$ cat src/rtl/mux_rr_arbiter.sv
// Two-requester round-robin arbiter that shares one WIDTH-bit datapath into a
// single registered output stage, with a per-grant burst limit against starvation.
module mux_rr_arbiter #(
    parameter int WIDTH     = 16,
    parameter int MAX_BURST = 4
) (
    input  logic             clk,
    input  logic             rst_n,
    input  logic             a_valid,
    input  logic [WIDTH-1:0] a_data,
    output logic             a_ready,
    input  logic             b_valid,
    input  logic [WIDTH-1:0] b_data,
    output logic             b_ready,
    output logic             out_valid,
    output logic [WIDTH-1:0] out_data,
    input  logic             out_ready,
    output logic             sel_o,
    output logic             busy_o
);

    typedef enum logic [1:0] {IDLE, GRANT_A, GRANT_B} state_t;

    localparam logic [7:0] BURST_LIMIT = 8'(MAX_BURST);

    state_t             r_state;
    logic               r_last_a;
    logic [7:0]         r_burst_cnt;
    logic               r_out_valid;
    logic [WIDTH-1:0]   r_out_data;
    logic               r_sel;
    logic               r_busy;

    logic               w_slot_free;
    logic               w_accept_a;
    logic               w_accept_b;
    logic               w_burst_done;

    // Readies depend only on registered state and out_ready, never on the valids.
    assign w_slot_free  = !r_out_valid || out_ready;
    assign a_ready      = (r_state == GRANT_A) && w_slot_free;
    assign b_ready      = (r_state == GRANT_B) && w_slot_free;
    assign w_accept_a   = a_valid && a_ready;
    assign w_accept_b   = b_valid && b_ready;
    assign w_burst_done = (r_burst_cnt + 8'd1) == BURST_LIMIT;

    assign out_valid = r_out_valid;
    assign out_data  = r_out_data;
    assign sel_o     = r_sel;
    assign busy_o    = r_busy;

    always_ff @(posedge clk or negedge rst_n) begin
        if (!rst_n) begin
            r_state     <= IDLE;
            r_last_a    <= 1'b0;
            r_burst_cnt <= 8'd0;
            r_out_valid <= 1'b0;
            r_out_data  <= '0;
            r_sel       <= 1'b0;
            r_busy      <= 1'b0;
        end else begin
            if (w_accept_a || w_accept_b) begin
                r_out_valid <= 1'b1;
                r_out_data  <= w_accept_a ? a_data : b_data;
            end else begin
                r_out_valid <= r_out_valid && !out_ready;
            end

            case (r_state)
                IDLE: begin
                    r_burst_cnt <= 8'd0;
                    // On a tie the side that was not served last wins.
                    if (a_valid && (!b_valid || !r_last_a)) begin
                        r_state <= GRANT_A;
                        r_sel   <= 1'b1;
                        r_busy  <= 1'b1;
                    end else if (b_valid) begin
                        r_state <= GRANT_B;
                        r_sel   <= 1'b0;
                        r_busy  <= 1'b1;
                    end
                end
                GRANT_A: begin
                    if (!a_valid || (w_accept_a && w_burst_done && b_valid)) begin
                        r_last_a    <= 1'b1;
                        r_burst_cnt <= 8'd0;
                        r_sel       <= 1'b0;
                        if (b_valid) begin
                            r_state <= GRANT_B;
                            r_busy  <= 1'b1;
                        end else begin
                            r_state <= IDLE;
                            r_busy  <= 1'b0;
                        end
                    end else if (w_accept_a) begin
                        r_burst_cnt <= w_burst_done ? 8'd0 : r_burst_cnt + 8'd1;
                    end
                end
                GRANT_B: begin
                    if (!b_valid || (w_accept_b && w_burst_done && a_valid)) begin
                        r_last_a    <= 1'b0;
                        r_burst_cnt <= 8'd0;
                        if (a_valid) begin
                            r_state <= GRANT_A;
                            r_sel   <= 1'b1;
                            r_busy  <= 1'b1;
                        end else begin
                            r_state <= IDLE;
                            r_sel   <= 1'b0;
                            r_busy  <= 1'b0;
                        end
                    end else if (w_accept_b) begin
                        r_burst_cnt <= w_burst_done ? 8'd0 : r_burst_cnt + 8'd1;
                    end
                end
                default: begin
                    r_state <= IDLE;
                    r_sel   <= 1'b0;
                    r_busy  <= 1'b0;
                end
            endcase
        end
    end

endmodule

$ cat config.mk
export PLATFORM = sky130hd
export DESIGN_NAME = mux_rr_arbiter
export DESIGN_NICKNAME = d
export VERILOG_FILES = /design/src/rtl/mux_rr_arbiter.sv
export SDC_FILE = /design/constraint.sdc
export NUM_CORES = 1
export LEC_CHECK = 0
export CAP_MARGIN = 20
export CORE_MARGIN = 5
export CORE_UTILIZATION = 41
export DETAILED_ROUTE_END_ITERATION = 8
export PLACE_DENSITY = 0.77
export SLEW_MARGIN = 40
export SYNTH_ARGS = -nofsm -noshare
export SYNTH_HDL_FRONTEND = slang
export SYNTH_SLANG_ARGS = --single-unit
$ cat constraint.sdc
create_clock -name clk -period 1.8 [get_ports clk]
set_input_delay 0.54 -clock clk [delete_from_list [all_inputs] [get_ports clk]]
set_output_delay 0.54 -clock clk [all_outputs]
set_load 0.01 [all_outputs]
==> flow_metrics.py <==
metrics = {
    "status": {
        "status": "finished with violations",
        "violations": "setup timing",
    },
    "cells_and_area": {
        "area_growth_pct": 74.8,
        "fillerInstances": 276,
        "drive_above_1_share_pct": 31.5,
        "n_antenna_cell": 0,
        "postLayoutCellArea_mm2": 0.00291,
        "finalNonFillerCells": 326,
        "fin_nets": 317,
    },
    "place": {
        "dp_cells": 302,
        "dp_hpwl_mm": 3.40,
        "dpl_cell_area_mm2": 0.00254,
        "portBuffers": 57,
        "gp_congestion": 0.813,
    },
    "logic_synthesis": {
        "synthArstFlopShare_pct": 100,
        "yosys_warnings": 0,
        "yosys.area.top_type": "dfrtp_1",
        "ys_seq_area_share_pct": 45.0,
        "syn_area_mm2": 0.00167,
        "syn-mean-instance-area_um2": 9.75,
        "syn_nets": 213,
        "ys.flop_type": "dfrtp_1",
        "yosysUniqueCellTypes": 37,
        "ys_ff_latch": 30,
        "synth.most_common_cell": "dfrtp_1",
        "synth_edf_count": 0,
        "synth_common_cells": "dfrtp_1, nand2_1, o21ai_0, mux2i_1, nor2_1",
        "synth_top_area_share_pct": 45.0,
        "synth_cells": 171,
        "synth_area_leaders": "dfrtp_1, mux2i_1, o21ai_0",
    },
    "cts": {
        "tritoncts": "built",
        "cts.hold.buffers_added": 0,
        "ctsRootBufferMaster": "clkbuf_8",
        "htreeDepth": 2,
        "cts_max_path_buffers": 2,
        "cts_inserted_buffers": 5,
        "clock_latency_ns": 0.29,
        "clock-sinks": 30,
        "clk_pin_slew_ns": 0.07,
    },
    "critical_path": {
        "critPathMaxStageDelay_ns": 0.45,
        "crit_family": "flip-flops",
        "cp.buffers_inverters": 3,
        "r2r_start": "r_burst_cnt[0]",
        "r2r_setup_slack_ns": -0.07,
        "r2r_end": "busy_o",
        "cpMaxStageDelayCell": "dfrtp_1",
        "cp.required_ns": 1.26,
        "cp_max_fo": 3,
        "path_class": "register to output pin",
        "cpMostUsedCell": "buf_6",
        "end_kind": "output pin",
        "reg2regPathDepth": 7,
        "crit_chain": "inv_2, ha_4, buf_6, and2_4, buf_6",
        "cp-start-kind": "register",
        "cp.arrival_ns": 1.34,
    },
    "floorplanning": {
        "dieArea_mm2": 0.00544,
        "ios": 58,
        "core_mm2": 0.00397,
        "die_y_um": 73.8,
        "rows": 23,
        "chipWidth_um": 73.8,
        "start_util_pct": 42.0,
    },
    "timing": {
        "max_freq_mhz": 531,
        "finalWorstSetupSlack_ns": -0.0832,
        "rsz0062_at_grt": "yes",
        "slew_violations": 0,
        "final-hold-violation-count": 0,
        "finClkSkew_ns": 0.00311,
        "worst_pin_slew_ns": 0.384,
        "setup_viol": 5,
        "slew_headroom_pct": 74.1,
        "fin_crit_sh_pct": 105,
        "fin_tns_setup_ns": -0.275,
        "period_needed_ns": 1.88,
    },
    "detailed_routing": {
        "wl_met3_um": 450,
        "vias": 1651,
        "drc_errors": 0,
        "drtPass1Iterations": 4,
        "ant_nets": 0,
        "wl_met1_mm": 2.24,
        "viasPerCell": 5.06,
        "wl_per_cell_um": 15.9,
        "routed_wl_mm": 5.18,
        "drtIter0Drc": 72,
        "top_layer_used": "met4",
        "met2_wirelength_mm": 2.43,
    },
    "hold_path": {
        "whs_path_depth": 2,
        "min_path_type": "register to register",
        "min_to": "sel_o",
        "holdCritStartpoint": "sel_o",
    },
    "global_routing": {
        "grt_max_degree": 33,
        "grt.total_usage_pct": 19.2,
        "grt_pass1_wl_mm": 7.83,
        "antenna_found_initial": 0,
        "overflow": 0,
        "grt_pass1_vias": 1655,
    },
    "job": {
        "max-cap-violations": 0,
    },
    "power": {
        "p_per_area_mw_per_mm2": 1370,
        "ir_drop_mv": 0.821,
        "leakagePower_uw": 0.00137,
    },
}
-- flip-flops by register name (all words and copies together) (netlist names) --
signal / count
r_state: 2
out_valid: 1
r_burst_cnt: 8
r_last_a: 1
sel_o: 1
busy_o: 1
out_data: 16
-- cell usage in the layout, fill, tap and decap left out, types with 2 or more instances in the layout --
cell	instances
and3_1	3
clkinv_2	2
clkbuf_8	5
dfrtp_1	29
or2b_1	2
a21oi_1	4
clkdlybuf4s50_1	51
ha_4	4
mux2i_1	16
a31oi_1	4
buf_12	2
buf_6	10
nand2_1	24
nor2_1	11
o21ai_0	18
nand3_1	4
inv_2	2
nand2_2	2
a221oi_1	2
a21boi_0	2
dlygate4sd2_1	3
o21ai_1	6
inv_1	3
and2_4	3
buf_4	37
mux2_4	2
-- where the power goes --
group / switching (uW) / leakage, uW / internal (uW)
clock network: 271 / 0.0000579 / 407
registers: 168 / 0.000381 / 928
logic: 901 / 0.000928 / 1300
-- worst max path at each step --
stage                    from      end  slack [ns]  cells after the start
4_1_cts        r_burst_cnt[0]   busy_o       -0.06                      7
3_3_place_gp        out_ready  b_ready       -0.61                      4
2_1_floorplan         b_valid   busy_o       -0.03                      6
6_report           r_state[0]  b_ready       -0.08                      5
3_5_place_dp        out_ready  b_ready       -0.60                      4
5_1_grt            r_state[0]   busy_o       -0.16                      7
-- per-layer routing --
metal,GRT usage [%],up-vias
li1,-,812
met4,7.85,0
met5,0,-
met3,6.16,6
met2,31.2,70
met1,23.3,763
-- metrics by stage --
stage / power, uW / hold WS (ns) / worst slack [ns] / util [%]
floorplan: 1890 / 0.244 / -0.0339 / -
global placement: 2810 / 0.501 / -0.608 / 63.9
detailed placement: 2860 / 0.504 / -0.601 / 63.9
CTS: 3760 / 0.522 / -0.0606 / 70.3
global route: 4220 / 0.539 / -0.161 / 73.4
finish: 3980 / 0.515 / -0.0832 / 73.4
-- worst reg2reg max path: cells and delay by family, from the launching register on --
family,cells,cell delay [ns]
DFF,1,0.44
and+or+nand+nor,2,0.37
AOI/OAI and AO/OA,1,0.13
buffers and inverters,1,0.17
muxes,1,0.29
adders and majority gates,1,0.21
xor gates and xnor gates,1,0.16
-- cell type report --
cell class,instances,area (um^2),share of cell area (%)
clock buffer,5,68.8,2.36
timing repair buffer,104,980,33.6
inverter,5,18.8,0.644
tap,50,62.6,2.15
multi-input combinational,129,992,34.0
sequential,30,752,25.8
clock inverter,3,40.0,1.37
-- what timing repair did --
action,in CTS,in global routing
pin swaps,10,11
gates resized for setup,32,20
setup endpoints to repair,15,16
buffers inserted,9,9
cloned,0,0
-- logic make-up (layout without fill, tap and decap cells) --
family / after synthesis / in the layout / synth area share [%]
AO/OA/AOI/OAI: 44 / 44 / 17.5
XOR/XNOR: 2 / 2 / 1.05
adder cells (fa/ha/maj): 5 / 5 / 3.75
buffers and inverters: 12 / 117 / 2.93
flip-flops: 30 / 30 / 45.0
multiplexers: 18 / 18 / 11.4
AND/OR/NAND/NOR: 60 / 60 / 18.3
Power figures use the tool's default switching activity.
